$ cat src/rtl/alu_flag_context_store.sv
// alu_flag_context_store
// Keeps one {Z,S,C,V} flag snapshot per process slot so the scheduler can
// park the ALU flags of the outgoing process and reinstate those of the
// incoming one. A switch walks IDLE -> SAVE -> RESTORE -> SETTLE -> DONE,
// skipping the phases that were not requested.
//
// Optional build macro: FLAG_STORE_PARITY_EN
//   Adds an even-parity bit per slot, zeroes restored flags on a parity
//   mismatch and exposes a sticky parityError output.

module alu_flag_context_store #(
  parameter int slotBits = 3
) (
  input  logic                       clk,
  input  logic                       reset,
  input  logic                       switchRequest,
  input  logic                       doSave,
  input  logic                       doRestore,
  input  logic [slotBits-1:0]        fromSlot,
  input  logic [slotBits-1:0]        toSlot,
  input  logic                       invalidate,
  input  logic [slotBits-1:0]        invalidateSlot,
  input  logic [3:0]                 aluFlags,
  input  logic                       aluUpdateFlags,
  output logic [3:0]                 savedFlags,
  output logic                       loadFlagsFromSavedState,
  output logic                       busy,
  output logic                       switchDone,
  output logic [(2**slotBits)-1:0]   slotValid
`ifdef FLAG_STORE_PARITY_EN
  ,
  output logic                       parityError
`endif
);

  localparam int NUM_SLOTS = 2 ** slotBits;

  typedef enum logic [2:0] {
    IDLE,
    SAVE,
    RESTORE,
    SETTLE,
    DONE
  } state_t;

  state_t state;
  state_t next_state;

  // Switch parameters captured when the request is accepted
  logic [slotBits-1:0] from_q;
  logic [slotBits-1:0] to_q;
  logic                restore_q;

  // Per-slot flag storage (valid bits live directly in slotValid)
  logic [3:0]          slot_data [NUM_SLOTS];

  logic                accept;
  logic                write_slot;
  logic                do_invalidate;

  // Read path for the restore phase
  logic [slotBits-1:0] rd_idx;
  logic                rd_valid;
  logic [3:0]          rd_data;
  logic                parity_bad;
  logic [3:0]          restore_value;

`ifdef FLAG_STORE_PARITY_EN
  logic [NUM_SLOTS-1:0] slot_parity;
  logic                 rd_parity;
`endif

  assign busy = (state != IDLE);

  // Next-state decode plus the one-cycle actions (accept, slot write, invalidate)
  always_comb begin
    next_state    = state;
    accept        = 1'b0;
    write_slot    = 1'b0;
    do_invalidate = 1'b0;
    case (state)
      IDLE: begin
        do_invalidate = invalidate;
        if (switchRequest) begin
          accept = 1'b1;
          if (doSave) begin
            next_state = SAVE;
          end else if (doRestore) begin
            next_state = RESTORE;
          end else begin
            next_state = DONE;
          end
        end
      end
      SAVE: begin
        // While the ALU is still updating its flags the snapshot would be stale
        if (!aluUpdateFlags) begin
          write_slot = 1'b1;
          next_state = restore_q ? RESTORE : DONE;
        end
      end
      RESTORE: next_state = SETTLE;
      SETTLE:  next_state = DONE;
      DONE:    next_state = IDLE;
      default: next_state = IDLE;
    endcase
  end

  // Select the flags that will be presented when RESTORE is entered, with
  // bypasses for a same-cycle save of that slot and a same-cycle invalidate
  always_comb begin
    rd_idx   = (state == IDLE) ? toSlot : to_q;
    rd_valid = slotValid[rd_idx];
    rd_data  = slot_data[rd_idx];
`ifdef FLAG_STORE_PARITY_EN
    rd_parity = slot_parity[rd_idx];
`endif
    if ((state == SAVE) && (from_q == to_q)) begin
      rd_valid = 1'b1;
      rd_data  = aluFlags;
`ifdef FLAG_STORE_PARITY_EN
      rd_parity = ^aluFlags;
`endif
    end
    if ((state == IDLE) && invalidate && (invalidateSlot == toSlot)) begin
      rd_valid = 1'b0;
    end
`ifdef FLAG_STORE_PARITY_EN
    parity_bad = rd_valid && ((^rd_data) != rd_parity);
`else
    parity_bad = 1'b0;
`endif
    restore_value = (rd_valid && !parity_bad) ? rd_data : 4'b0000;
  end

  // State register
  always_ff @(posedge clk or posedge reset) begin
    if (reset) begin
      state <= IDLE;
    end else begin
      state <= next_state;
    end
  end

  // Capture slot indices and the restore qualifier at acceptance
  always_ff @(posedge clk or posedge reset) begin
    if (reset) begin
      from_q    <= '0;
      to_q      <= '0;
      restore_q <= 1'b0;
    end else if (accept) begin
      from_q    <= fromSlot;
      to_q      <= toSlot;
      restore_q <= doRestore;
    end
  end

  // Slot storage: save writes data and sets valid, invalidate clears valid
  always_ff @(posedge clk or posedge reset) begin
    if (reset) begin
      for (int i = 0; i < NUM_SLOTS; i++) begin
        slot_data[i] <= 4'b0000;
      end
      slotValid <= '0;
`ifdef FLAG_STORE_PARITY_EN
      slot_parity <= '0;
`endif
    end else if (write_slot) begin
      slot_data[from_q] <= aluFlags;
      slotValid[from_q] <= 1'b1;
`ifdef FLAG_STORE_PARITY_EN
      slot_parity[from_q] <= ^aluFlags;
`endif
    end else if (do_invalidate) begin
      slotValid[invalidateSlot] <= 1'b0;
    end
  end

  // Registered ALU-facing outputs and the completion pulse
  always_ff @(posedge clk or posedge reset) begin
    if (reset) begin
      savedFlags              <= 4'b0000;
      loadFlagsFromSavedState <= 1'b0;
      switchDone              <= 1'b0;
    end else begin
      if (next_state == RESTORE) begin
        savedFlags <= restore_value;
      end
      loadFlagsFromSavedState <= (next_state == RESTORE);
      switchDone              <= (next_state == DONE);
    end
  end

`ifdef FLAG_STORE_PARITY_EN
  // Sticky record of any corrupted slot seen on restore
  always_ff @(posedge clk or posedge reset) begin
    if (reset) begin
      parityError <= 1'b0;
    end else if ((next_state == RESTORE) && parity_bad) begin
      parityError <= 1'b1;
    end
  end
`endif

endmodule

$ cat config.mk
export PLATFORM = sky130hd
export DESIGN_NAME = alu_flag_context_store
export DESIGN_NICKNAME = d
export VERILOG_FILES = /design/src/rtl/alu_flag_context_store.sv
export SDC_FILE = /design/constraint.sdc
export NUM_CORES = 1
export LEC_CHECK = 0
export ABC_AREA = 1
export BUFFER_PORTS_ARGS = -buffer_cell sky130_fd_sc_hd__buf_4
export CAP_MARGIN = 20
export CORE_MARGIN = 1.5
export CORE_UTILIZATION = 45
export CTS_CLUSTER_DIAMETER = 60
export CTS_CLUSTER_SIZE = 25
export DETAILED_ROUTE_END_ITERATION = 12
export GPL_TIMING_DRIVEN = 0
export PLACE_DENSITY = 0.67
export RECOVER_POWER = 25
export SYNTH_ARGS = -nofsm -noshare
export SYNTH_HDL_FRONTEND = slang
export SYNTH_SLANG_ARGS = --single-unit
export TNS_END_PERCENT = 20
$ cat constraint.sdc
create_clock -name clk -period 1.8 [get_ports clk]
set_clock_uncertainty 0.15 [all_clocks]
set_input_delay 0.09 -clock clk [delete_from_list [all_inputs] [get_ports clk]]
set_output_delay 0.09 -clock clk [all_outputs]
set_load 0.01 [all_outputs]
### Word level (Yosys, flattened, before mapping)

Cells that the tools add are included.

| operators by class | value |
|---|---|
| $lt $le $gt $ge | 8 |
| eq/ne operators | 7 |
| mux-type cells | 30 |
| bitwise operators | 5 |
| reductions and logical operators | 9 |

Operator list:

| operator | number |
|---|---|
| $bwmux 32 | 1 |
| $mux 4 | 5 |
| $mux 3 | 6 |
| $mux 8 | 2 |
| $bmux 4 s3 | 1 |
| $demux 4 s3 | 1 |
| $lt 3x4->1 const B | 3 |
| $pmux 3 s4 | 1 |
| $mux 1 | 10 |
| $eq 3x2->1 const B | 3 |
| $and 8x8->8 | 1 |
| $ge 4x4->1 const B | 2 |
| $not 3->4 | 2 |
| $not 8->8 | 1 |
| $or 8x8->8 | 1 |
| $demux 1 s3 | 2 |
| $eq 3x3->1 | 2 |
| $ge 3x1->1 const B | 2 |
| $logic_and 1x1->1 | 6 |
| $lt 4x1->1 const B | 1 |
| $bmux 1 s3 | 1 |
| $eq 3x1->1 const B | 1 |
| $eq 3x3->1 const B | 1 |
| $logic_not 3->1 | 1 |
| other kinds (2) | 2 |

| storage, ports and cells | value |
|---|---|
| register bits | 56 |
| output and inout port bits | 15 |
| word-level logic and storage cells | 75 |

### Logic depth before layout (Yosys ltp)

| logic depth | value |
|---|---|
| depth in word-level cells | 8 |
| mapped depth | 12 |
| mapped depth without buffers | 12 |

### Worst setup path after synthesis

No wires, ideal clock.

| timing | value |
|---|---|
| path type | register to register |
| start | register state[2] |
| end | register savedFlags[2] |
| library setup time | 0.116 ns |
| arrival | 1.428 ns |
| data required time | 1.534 ns |
| slack | 0.106 ns |
| stages on the path, launching flop included | 12 |
| buffers on the path | 1 |
| clock period less this slack | 1.694 ns |
| cell sequence | dfrtp_1 nor2_8 nand3_2 nand2_2 buf_6 nand2_1 nand3_1 nand3_1 nand3_1 nand2_1 nand2_1 nand2_1 |

| on the way | value |
|---|---|
| word-level cells in the longest chain between the ends | 8 |
| elaborated cells between the ends (all ways) | 22 |

RTL lines:

| item | line | RTL |
|---|---|---|
| from (decl) | 46 | `state_t state;` |
| from (signal assigned) | 141 | `state <= next_state;` |
| $logic_not 3->1 | 81, 112, 125 |  |
| $mux 3 | 112 | `rd_idx = (state == IDLE) ? toSlot : to_q;` |
| $not 3->4 (not written as such) | 114 | `rd_data = slot_data[rd_idx];` |
| $bmux 4 s3 | 114 |  |
| $mux 4 (not written as such) (2 in series) | 114 |  |
| $mux 4 | 118 | `if ((state == SAVE) && (from_q == to_q)) begin` |
| $mux 4 | 133 | `restore_value = (rd_valid && !parity_bad) ? rd_data : 4'b0000;` |
| to (signal assigned) | 187 | `savedFlags <= restore_value;` |
| to (decl) | 25 | `output logic [3:0] savedFlags,` |

Several ways; a longest one is shown, not always the timed one. The select of a mux whose other input is x is not followed.
A chain may end at the register's enable or synchronous reset.

### Worst setup path after layout

Same ends and word-level chain as after synthesis.

==> results_dict.tcl <==
set metrics [dict create \
    status "finished, violations left" \
    violations "negative setup slack" \
    synth_common_cells "nand2_1, dfrtp_1, nand3_1" \
    synth_cells 349 \
    crit_path_start_kind "flip-flop" \
    switching_power_w 0.003369 \
    hold_viol 0 \
    ir_drop_mv 1.133 \
    die-area_um2 6650 \
    yosysTopAreaCell "dfrtp_1" \
    yosysUniqueCellTypes 25 \
    seqPwrFrac_pct 29.9 \
    critical_path_depth 12 \
    cp_slowest_cell "dfrtp_2" \
    drive_gt1_share_pct 32.39 \
    post-place-ws_ns -0.1605 \
    first_pass_iters 5 \
    vias_per_cell 5.363 \
    maxSlewViolCount 0 \
    cpPeakStageDelay_ns 0.46 \
    synthesis.yosys.warnings 0 \
    ys_seq_area_share_pct 50.47 \
    grt_setup_unrepaired "true" \
    final_util_pct 66.24 \
    grt_pass1_wl_um 11830 \
    ios 35 \
    finalCriticalPeriod_ns 1.928 \
    coreArea_um2 5956 \
    p_leak_nw 1.900 \
    synth_top_area_share_pct 50.47 \
    nFillCells 481 \
    clk_path_buf_depth 2 \
    vias 2671 \
    reg2reg_depth 12 \
    wirelength_um 7775 \
    dp.cells 459 \
    portBuffers 34 \
    dpl.hpwl_um 5051 \
    drc 0 \
    p_per_area_nw_per_um2 1886 \
    antennaDiodeCount 0 \
    syn-num-nets 369 \
    grt.overflow.total 0 \
    insertion_delay_ns 0.31 \
    drtIter0Drc 180 \
    root_buffer "clkbuf_8" \
    crit_path_end_kind "flip-flop" \
    syn2layout_area_growth_pct 42.09 \
    hold_path_depth 3 \
    synth_flop_cell "dfrtp_1" \
    gp_congestion 0.8518 \
    yosysMostFrequentCell "nand2_1" \
    synth_area_um2 2776 \
    pwr-share-clk_pct 11.3 \
    dieWidth_um 81.55 \
    min_period_over_period_pct 107.1 \
    stdcell_count 498 \
    worst_pin_slew_ns 1.040 \
    fmax_mhz 518.6 \
    setup_violations 19 \
    rows 28 \
    swShare_pct 45.29 \
    initial_core_util_pct 46.62 \
    nets 442 \
    die_height_um 81.55 \
    cts.sinks 56 \
    ant_nets 0 \
    numCtsBuffers 5 \
    cts_tree "done" \
    crit_chain "nor2_8 -> nand2_8 -> nand2_8 -> nand2_8 -> nand2_1 -> nand3_2 -> nand3_2 -> nand3_2 -> nand2_2 -> inv_1 -> nand2_1 -> nand2_1" \
    crit_buf_inv 1 \
    maxCapViolCount 0 \
    postSynthAreaPerCell_um2 7.955 \
    synth_edf_count 0 \
    grt_max_degree 31 \
    critPathTopFamily "simple AND/OR/NAND/NOR gates" \
    synth_area_leaders "dfrtp_1, nand2_1, nand3_1" \
    worstPathArrival_ns 1.99 \
    pwr-share-comb_pct 58.8 \
    min_path_type "in2reg" \
    p_int_w 0.004071 \
    max_slew_margin_pct 30.59 \
    crit_fanout 7 \
    ys_ff_latch 56 \
    synth_async_sr_flop_share_pct 100.0 \
    grtUsageTotal_pct 23.59 \
    cp.required_ns 1.86 \
    path_clk_slew_ns 0.10 \
    grt_pass1_vias 2414 \
    crit_type "reg2reg" \
    htree_levels 2 \
    wire_per_inst_um 15.61 \
    antenna_found_initial 0 \
    timing.final.ws_setup_ns -0.1281 \
]
layout make-up:
class,instances,area [µm²],share of cell area (%)
buffer,3,35.03,0.8880
clock buffer,5,68.82,1.744
clock inverter,3,42.54,1.078
inverter,36,137.6,3.489
multi-input combinational,255,1573,39.87
sequential,56,1404,35.59
tap,75,93.84,2.379
timing repair buffer,65,590.6,14.97
metrics by stage:
stage	power [W]	area, µm²	hold WS, ns	setup TNS (ns)
after floorplan	0.004093	2776	0.04411	0
after global placement	0.004873	3126	0.1511	-30.62
final	0.007440	3945	0.01074	-0.9520
after detailed placement	0.004933	3146	0.05390	-2.408
after CTS	0.006527	3681	0.01557	-0.2303
after global routing	0.007901	3945	0.03511	-3.262
power groups by stage:
| stage | registers, W | logic (W) | clock network [W] |
|---|---|---|---|
| 2_1_floorplan | 0.00214 | 0.00195 | 0 |
| 3_3_place_gp | 0.00218 | 0.00269 | 0 |
| 3_5_place_dp | 0.00219 | 0.00274 | 0 |
| 4_1_cts | 0.00218 | 0.00350 | 0.000846 |
| 5_1_grt | 0.00227 | 0.00474 | 0.000888 |
| 6_report | 0.00222 | 0.00438 | 0.000840 |
kinds of logic (layout without fill, tap and decap cells):
| kind of cell | count (synthesis) | count (layout) | synth area share, % |
|---|---|---|---|
| compound gates | 64 | 64 | 12.71 |
| flops | 56 | 56 | 50.47 |
| simple gates | 188 | 189 | 30.51 |
| xor+xnor | 2 | 2 | 0.6310 |
| buf+inv | 39 | 112 | 5.678 |
layout by cell type (no fill, tap or decap), drive strengths merged:
cell and count:
a31oi 8, inv 36, a21oi 9, nand2 117
clkinv 1, nor2 17, clkbuf 9, dlygate4sd3 14
bufinv 1, buf 50, dfrtp 56, o21ai 44
nor3 2, nand3 53, xor2 2, clkinvlp 1
o211ai 3
registers in the layout, summed over array words and instances, names as in the netlist:
name                     cells
slot_data                   32
switchDone                   1
restore_q                    1
savedFlags                   4
slotValid                    8
to_q                         3
state                        3
loadFlagsFromSavedState      1
from_q                       3
worst register-to-register path, delay by kind of cell, from the launching register on:
kind,cells,cell delay [ns]
buf+inv,1,0.04
flops,1,0.46
simple gates,11,1.18
routing by layer:
metal / up-vias / track usage [%] / part of all wire (%)
li1: 1298 / - / -
met1: 1266 / 32.77 / 44
met2: 99 / 38.10 / 50
met3: 8 / 4.222 / 5.2
met4: 0 / 5.862 / 0.86
met5: - / 0 / 0
path summary, 6_finish.rpt:
| kind | from | endpoint | slack, ns |
|---|---|---|---|
| max in group asynchronous | reset | slot_data[17] | 0.36 |
| worst max-delay path | state[2] | savedFlags[2] | -0.13 |
| min in group asynchronous | reset | restore_q | 0.43 |
| worst max register to register | state[2] | savedFlags[2] | -0.13 |
| worst min register to register | slot_data[29] | slot_data[29] | 0.34 |
| worst min-delay path | aluFlags[0] | slot_data[12] | 0.01 |
what timing repair did:
action / CTS / global route
cloned: 1 / 2
pin swaps: 31 / 24
resized for setup: 42 / 49
buffers inserted: 9 / 5
endpoints found under the hold margin: 44 / 0
hold buffers: 14 / 0
endpoints found under the setup margin: 20 / 44
No activity file was read; power rests on OpenSTA's default activity.
